**src/rtl/spi_slave_if.sv**
```systemverilog
// Bus and SPI pin bundle for spi_slave: CPU byte bus plus external SPI pins.
interface spi_slave_if;
    logic       i_addr;
    logic       i_cs;
    logic       i_we;
    logic [7:0] i_dat;
    logic [7:0] o_dat;
    logic       i_sck;
    logic       i_mosi;
    logic       i_ss;
    logic       o_miso;
    logic       o_miso_oe;

    modport slave (
        input  i_addr, i_cs, i_we, i_dat, i_sck, i_mosi, i_ss,
        output o_dat, o_miso, o_miso_oe
    );

    modport master (
        output i_addr, i_cs, i_we, i_dat, i_sck, i_mosi, i_ss,
        input  o_dat, o_miso, o_miso_oe
    );
endinterface

```
**src/rtl/spi_slave.sv**
```systemverilog
// SPI mode-0 MSB-first responder with single-byte RX/TX holding registers
// behind a two-address CPU byte bus (0 = status/ctl, 1 = data).
module spi_slave #(
    parameter logic       SS_ACTIVE = 1'b1,
    parameter logic [7:0] FILL      = 8'hFF
) (
    input  logic        i_clk,
    input  logic        i_reset,
    spi_slave_if.slave  bus
);
    typedef enum logic {IDLE, ACTIVE} state_t;

    // Synchronisers carry no reset so an SS held through reset is seen as already active.
    logic [2:0] sck_q;
    logic [1:0] mosi_q, ss_q;

    always_ff @(posedge i_clk) begin
        sck_q  <= {sck_q[1:0], bus.i_sck};
        mosi_q <= {mosi_q[0], bus.i_mosi};
        ss_q   <= {ss_q[0], bus.i_ss};
    end

    logic sck_rise, sck_fall, ss_act, mosi_s;
    assign sck_rise = sck_q[1] & ~sck_q[2];
    assign sck_fall = ~sck_q[1] & sck_q[2];
    assign ss_act   = (ss_q[1] == SS_ACTIVE);
    assign mosi_s   = mosi_q[1];

    state_t     state_q, state_d;
    logic [2:0] bit_cnt_q, bit_cnt_d;
    logic [7:0] shreg_q, shreg_d;
    logic [7:0] rx_data_q, rx_data_d;
    logic [7:0] tx_hold_q, tx_hold_d;
    logic       miso_q, miso_d;
    logic       rx_valid_q, rx_valid_d;
    logic       ovr_q, ovr_d;
    logic       tx_empty_q, tx_empty_d;
    logic       armed_q, armed_d;

    always_ff @(posedge i_clk) begin
        if (i_reset) begin
            state_q    <= IDLE;
            bit_cnt_q  <= 3'd0;
            shreg_q    <= FILL;
            rx_data_q  <= 8'h00;
            tx_hold_q  <= 8'h00;
            miso_q     <= 1'b1;
            rx_valid_q <= 1'b0;
            ovr_q      <= 1'b0;
            tx_empty_q <= 1'b1;
            armed_q    <= 1'b0;
        end else begin
            state_q    <= state_d;
            bit_cnt_q  <= bit_cnt_d;
            shreg_q    <= shreg_d;
            rx_data_q  <= rx_data_d;
            tx_hold_q  <= tx_hold_d;
            miso_q     <= miso_d;
            rx_valid_q <= rx_valid_d;
            ovr_q      <= ovr_d;
            tx_empty_q <= tx_empty_d;
            armed_q    <= armed_d;
        end
    end

    logic       wr_ctl, wr_dat, pop;
    logic [7:0] load_byte;
    assign wr_ctl    = bus.i_cs & bus.i_we & ~bus.i_addr;
    assign wr_dat    = bus.i_cs & bus.i_we & bus.i_addr;
    assign pop       = bus.i_cs & ~bus.i_we & bus.i_addr;
    assign load_byte = tx_empty_q ? FILL : tx_hold_q;

    always_comb begin
        state_d    = state_q;
        bit_cnt_d  = bit_cnt_q;
        shreg_d    = shreg_q;
        rx_data_d  = rx_data_q;
        tx_hold_d  = tx_hold_q;
        miso_d     = miso_q;
        rx_valid_d = rx_valid_q;
        ovr_d      = ovr_q;
        tx_empty_d = tx_empty_q;
        // A transfer may only start after SS has been seen inactive since reset.
        armed_d    = armed_q | ~ss_act;

        if (pop)                  rx_valid_d = 1'b0;
        if (wr_ctl && bus.i_dat[2]) ovr_d    = 1'b0;

        case (state_q)
            IDLE: begin
                bit_cnt_d = 3'd0;
                if (ss_act && armed_q) begin
                    state_d    = ACTIVE;
                    shreg_d    = load_byte;
                    miso_d     = load_byte[7];
                    tx_empty_d = 1'b1;
                end
            end
            ACTIVE: begin
                if (!ss_act) begin
                    state_d   = IDLE;
                    bit_cnt_d = 3'd0;
                end else if (sck_rise) begin
                    shreg_d   = {shreg_q[6:0], mosi_s};
                    bit_cnt_d = bit_cnt_q + 3'd1;
                    if (bit_cnt_q == 3'd7) begin
                        rx_data_d  = {shreg_q[6:0], mosi_s};
                        rx_valid_d = 1'b1;
                        if (rx_valid_q && !pop) ovr_d = 1'b1;
                    end
                end else if (sck_fall) begin
                    if (bit_cnt_q != 3'd0) begin
                        miso_d = shreg_q[7];
                    end else begin
                        shreg_d    = load_byte;
                        miso_d     = load_byte[7];
                        tx_empty_d = 1'b1;
                    end
                end
            end
            default: state_d = IDLE;
        endcase

        // Placed after the load so a same-cycle write leaves tx_empty at 0.
        if (wr_dat) begin
            tx_hold_d  = bus.i_dat;
            tx_empty_d = 1'b0;
        end
    end

    assign bus.o_dat     = bus.i_addr ? rx_data_q
                                      : {ss_act, 4'b0000, ovr_q, tx_empty_q, rx_valid_q};
    assign bus.o_miso    = miso_q;
    assign bus.o_miso_oe = (state_q == ACTIVE);
endmodule

```
**src/flat_wrapper.sv**
```systemverilog
// flat-port wrapper written by rule: the top's interface ports become plain ports
module spi_slave_flat 
#(
    parameter logic       SS_ACTIVE = 1'b1,
    parameter logic [7:0] FILL      = 8'hFF
)
  (i_clk, i_reset, bus_i_addr, bus_i_cs, bus_i_we, bus_i_dat, bus_i_sck, bus_i_mosi, bus_i_ss, bus_o_dat, bus_o_miso, bus_o_miso_oe);
  spi_slave_if bus_i ();
  input  logic i_clk;
  input  logic i_reset;
  input wire logic [$bits(bus_i.i_addr)-1:0] bus_i_addr;
  input wire logic [$bits(bus_i.i_cs)-1:0] bus_i_cs;
  input wire logic [$bits(bus_i.i_we)-1:0] bus_i_we;
  input wire logic [$bits(bus_i.i_dat)-1:0] bus_i_dat;
  input wire logic [$bits(bus_i.i_sck)-1:0] bus_i_sck;
  input wire logic [$bits(bus_i.i_mosi)-1:0] bus_i_mosi;
  input wire logic [$bits(bus_i.i_ss)-1:0] bus_i_ss;
  output wire logic [$bits(bus_i.o_dat)-1:0] bus_o_dat;
  output wire logic [$bits(bus_i.o_miso)-1:0] bus_o_miso;
  output wire logic [$bits(bus_i.o_miso_oe)-1:0] bus_o_miso_oe;
  assign bus_i.i_addr = bus_i_addr;
  assign bus_i.i_cs = bus_i_cs;
  assign bus_i.i_we = bus_i_we;
  assign bus_i.i_dat = bus_i_dat;
  assign bus_i.i_sck = bus_i_sck;
  assign bus_i.i_mosi = bus_i_mosi;
  assign bus_i.i_ss = bus_i_ss;
  assign bus_o_dat = bus_i.o_dat;
  assign bus_o_miso = bus_i.o_miso;
  assign bus_o_miso_oe = bus_i.o_miso_oe;
  spi_slave #(.SS_ACTIVE(SS_ACTIVE), .FILL(FILL)) u_core (.i_clk(i_clk), .i_reset(i_reset), .bus(bus_i));
endmodule
```
**config.mk**
```make
export PLATFORM = sky130hd
export DESIGN_NAME = spi_slave_flat
export DESIGN_NICKNAME = d
export VERILOG_FILES = /design/src/rtl/spi_slave_if.sv /design/src/rtl/spi_slave.sv /design/src/flat_wrapper.sv
export SDC_FILE = /design/constraint.sdc
export NUM_CORES = 1
export LEC_CHECK = 0
export CAP_MARGIN = 20
export CELL_PAD_IN_SITES_DETAIL_PLACEMENT = 0
export CELL_PAD_IN_SITES_GLOBAL_PLACEMENT = 2
export CORE_AREA = 4 4 75 77
export CTS_BUF_LIST = sky130_fd_sc_hd__clkbuf_4 sky130_fd_sc_hd__clkbuf_8 sky130_fd_sc_hd__clkbuf_16
export DETAILED_ROUTE_END_ITERATION = 10
export DIE_AREA = 0 0 79 81
export GPL_TIMING_DRIVEN = 0
export PLACE_DENSITY_LB_ADDON = 0.1
export SYNTH_ARGS = -nofsm -noshare
export SYNTH_HDL_FRONTEND = slang
export SYNTH_SLANG_ARGS = --single-unit
```
**constraint.sdc**
```tcl
create_clock -name i_clk -period 3.32 [get_ports i_clk]
set_clock_uncertainty 0.1 [all_clocks]
set_input_delay 0.664 -clock i_clk [delete_from_list [all_inputs] [get_ports i_clk]]
set_output_delay 0.664 -clock i_clk [all_outputs]
set_load 0.02 [all_outputs]
```
==> key figures <==
Drt
  • Drt pass-1 iters: 4
  • Post-route ant nets: 0
  • Number of remaining DRC errors: 0
  • Vias per inst: 4.90
  • WL per Instance: 14.3 um
  • DR iter-0 viols: 63
  • Wirelength, routed: 4120 um
  • Vias: 1416

Worst setup path
  • Crit-path max FO: 10
  • Cell Chain, Critical Path: clkdlybuf4s50_1, clkbuf_2, mux2_2, clkdlybuf4s50_1
  • Worst EP arrival: 2350 ps
  • Worst endpoint required time: 2560 ps
  • Setup crit start: bus_i_addr
  • Critical Path End Type: primary output
  • Worst reg2reg path depth: 5
  • Crit Path Class: in -> out
  • Worst r2r src: u_core.sck_q[1]
  • Critical Path Max Stage Delay: 530 ps
  • Slowest library cell on the worst path: clkdlybuf4s50_1
  • Most used cell, CP: clkdlybuf4s50_1
  • Worst Setup Start Kind: input pin

Power
  • PwrDens: 431 mW/mm^2
  • Leakage Power: 0.837 nW
  • Max IR drop VDD: 0.233 mV
  • Total power: 0.916 mW

CTS
  • Clock sinks: 40
  • H-tree depth: 2
  • Root Buffer: clkbuf_8
  • # Post-CTS Setup Buffers: 0
  • TritonCTS clock tree: yes
  • Clock latency on the worst-skew pair: 290 ps
  • Hold-fix buffers, CTS: 0
  • CTS Buf Count: 5
  • Clk buf depth: 2
  • Clock slew at reported path FFs: 70 ps

Final layout
  • Ant diodes: 0
  • Share of cells above drive strength 1: 9.13%
  • Synthesis-to-layout area growth: 24.0%
  • Nets@finish: 240
  • Final core utilization: 42.4%

Status
  • Status: finished clean

Placement
  • IO Port Bufs: 24
  • HPWL Detailed: 2850 um
  • GPL Wtd Cong: 0.806
  • Setup slack at placement: 2.89 ps

Yosys
  • Syn_nets: 209
  • Syn Std Cell Area: 0.00171 mm^2
  • Post-Syn Instances: 188
  • Post-synth cell types: 34
  • Syn avg cell area: 9.11 um^2
  • Post-synthesis sequential area ratio: 46.7%
  • Flop and latch count out of synthesis: 40
  • Synth warn: 0

Global route
  • Vias in the first global route: 1301
  • Global-route wire length before repair: 6710 um
  • Overflow left after global routing: 0
  • Initial antenna violation count: 0
  • Largest net degree at the start of global routing: 12
  • GRT Resource Usage Total: 13.7%

Die
  • Core ar.: 0.00501 mm^2
  • Die X: 79 um
  • Num ports: 26
  • Initial Util: 34.2%
  • Std-Cell Rows: 26
  • Die Span Y: 81 um
  • Die area: 0.00640 mm^2

STA
  • Achievable clock frequency: 321 MHz
  • Final WS setup: 209 ps
  • Min Hold Slack: 231 ps
  • Fin. Hold Viols: 0
  • Period minus WS final: 3110 ps
  • Slew Viols, Final: 0
  • Total negative slack: 0 ps
  • Worst slew margin: 60.3%
  • Final Setup Violations: 0
  • Worst-Margin Slew: 596 ps
  • Final worst path period share: 93.7%
  • RSZ-0062 raised after global routing: false

Worst hold path
  • Hold Crit Depth: 0
  • Min-delay src: u_core.ss_q[0]
  • Hold Path Class: reg -> reg

Run
  • Max-Cap Viols: 0
-- logic make-up after synthesis --
group	count (synthesis)	share of synthesized area, %
AND/OR/NAND/NOR	63	16.9
AO/OA/AOI/OAI	43	17.5
flip-flops	40	46.7
buffers and inverters	22	6.21
multiplexers	14	8.47
adder cells (fa/ha/maj)	5	3.65
XOR/XNOR	1	0.511
-- routing by layer --
layer | vias up | wire length, um | track usage [%] | share of wire, %
met5 | - | 0 | 0 | 0
met4 | 0 | 64 | 5.15 | 1.6
met1 | 670 | 2050 | 18.5 | 50
li1 | 715 | - | - | -
met2 | 25 | 1840 | 21.0 | 45
met3 | 6 | 169 | 3.77 | 4.1
-- path summary, 6_finish.rpt --
kind / slack (ps) / to
hold reg to reg: 230 / u_core.ss_q[1]
hold / removal: 230 / u_core.ss_q[1]
setup / recovery: 210 / bus_o_dat[1]
setup reg to reg: 1610 / u_core.rx_data_q[0]
-- flip-flops by register name, summed over array words and instances (netlist names) --
name / cells
u_core.ovr_q: 1
u_core.bit_cnt_q: 3
u_core.mosi_q: 2
u_core.ss_q: 2
u_core.armed_q: 1
u_core.rx_data_q: 8
u_core.sck_q: 3
u_core.bus.o_miso: 1
u_core.tx_empty_q: 1
u_core.tx_hold_q: 8
u_core.rx_valid_q: 1
u_core.bus.o_miso_oe: 1
u_core.shreg_q: 8
-- layout make-up --
cell class,instances,area (um^2)
clock inverters,1,5.00
repair buffers,24,240
plain buffers,15,81.3
multi-input cells,126,806
fillers,536,2890
inverters,7,26.3
flip-flops and latches,40,801
well taps,70,87.6
clock buffers,6,76.3
-- stage by stage --
step,area [um^2],cells
2_1_floorplan,1710,188
6_report,2120,289
4_1_cts,2120,289
5_1_grt,2120,289
3_5_place_dp,2040,282
3_3_place_gp,2040,282
-- layout by cell type, fill, tap and decap left out, types with 2 or more instances in the layout --
| cell type | instances |
|---|---|
| clkdlybuf4s50_1 | 24 |
| a2bb2oi_1 | 7 |
| clkbuf_1 | 5 |
| dfxtp_1 | 40 |
| and2_1 | 4 |
| inv_1 | 7 |
| buf_1 | 2 |
| nand3b_1 | 4 |
| a311oi_1 | 7 |
| nand4b_1 | 2 |
| nor2_1 | 14 |
| a21oi_1 | 20 |
| buf_6 | 2 |
| mux2i_1 | 10 |
| mux2_2 | 4 |
| clkbuf_8 | 5 |
| ha_1 | 5 |
| buf_2 | 4 |
| nand2_1 | 33 |
-- report_power, final --
part / leakage, nW / switching (mW) / internal, mW / total (mW)
combinational: 0.466 / 0.0491 / 0.0469 / 0.0960
sequential: 0.327 / 0.00725 / 0.492 / 0.499
clock: 0.0445 / 0.169 / 0.151 / 0.320
-- worst max-delay path: cells and delay by family --
kind                   cells  cell delay (ps)
buffers and inverters      3             1290
multiplexers               1              380
-- Yosys cell counts --
master,number,share of area (%)
dfxtp_1,40,47
nand2_1,33,7.2
a21oi_1,20,5.8
nor2_1,14,3.1
mux2i_1,10,5.8
a2bb2oi_1,7,3.6
a311oi_1,7,3.6
inv_1,7,1.5
clkbuf_1,6,1.3
ha_1,5,3.7
and2_1,4,1.5
buf_2,4,1.2
mux2_2,4,2.6
nand3b_1,4,1.8
buf_1,2,0.44
buf_6,2,1.3
nand4b_1,2,1.0
a211o_1,1,0.51
a211oi_1,1,0.44
a21bo_1,1,0.58
a221o_1,1,0.58
a311o_1,1,0.58
a31oi_1,1,0.37
a32o_1,1,0.58
a32oi_1,1,0.51
and3_1,1,0.37
and4_2,1,0.58
buf_4,1,0.44
nand2b_1,1,0.37
nand3_1,1,0.29
nand4_1,1,0.37
nor3b_1,1,0.44
o21ai_0,1,0.29
xnor2_1,1,0.51
-- timing repair --
item | CTS | global route
setup endpoints to repair | 0 | 4
hold endpoints to repair | 0 | 0
gates resized for setup | 0 | 2
Power figures use the tool's default switching activity.
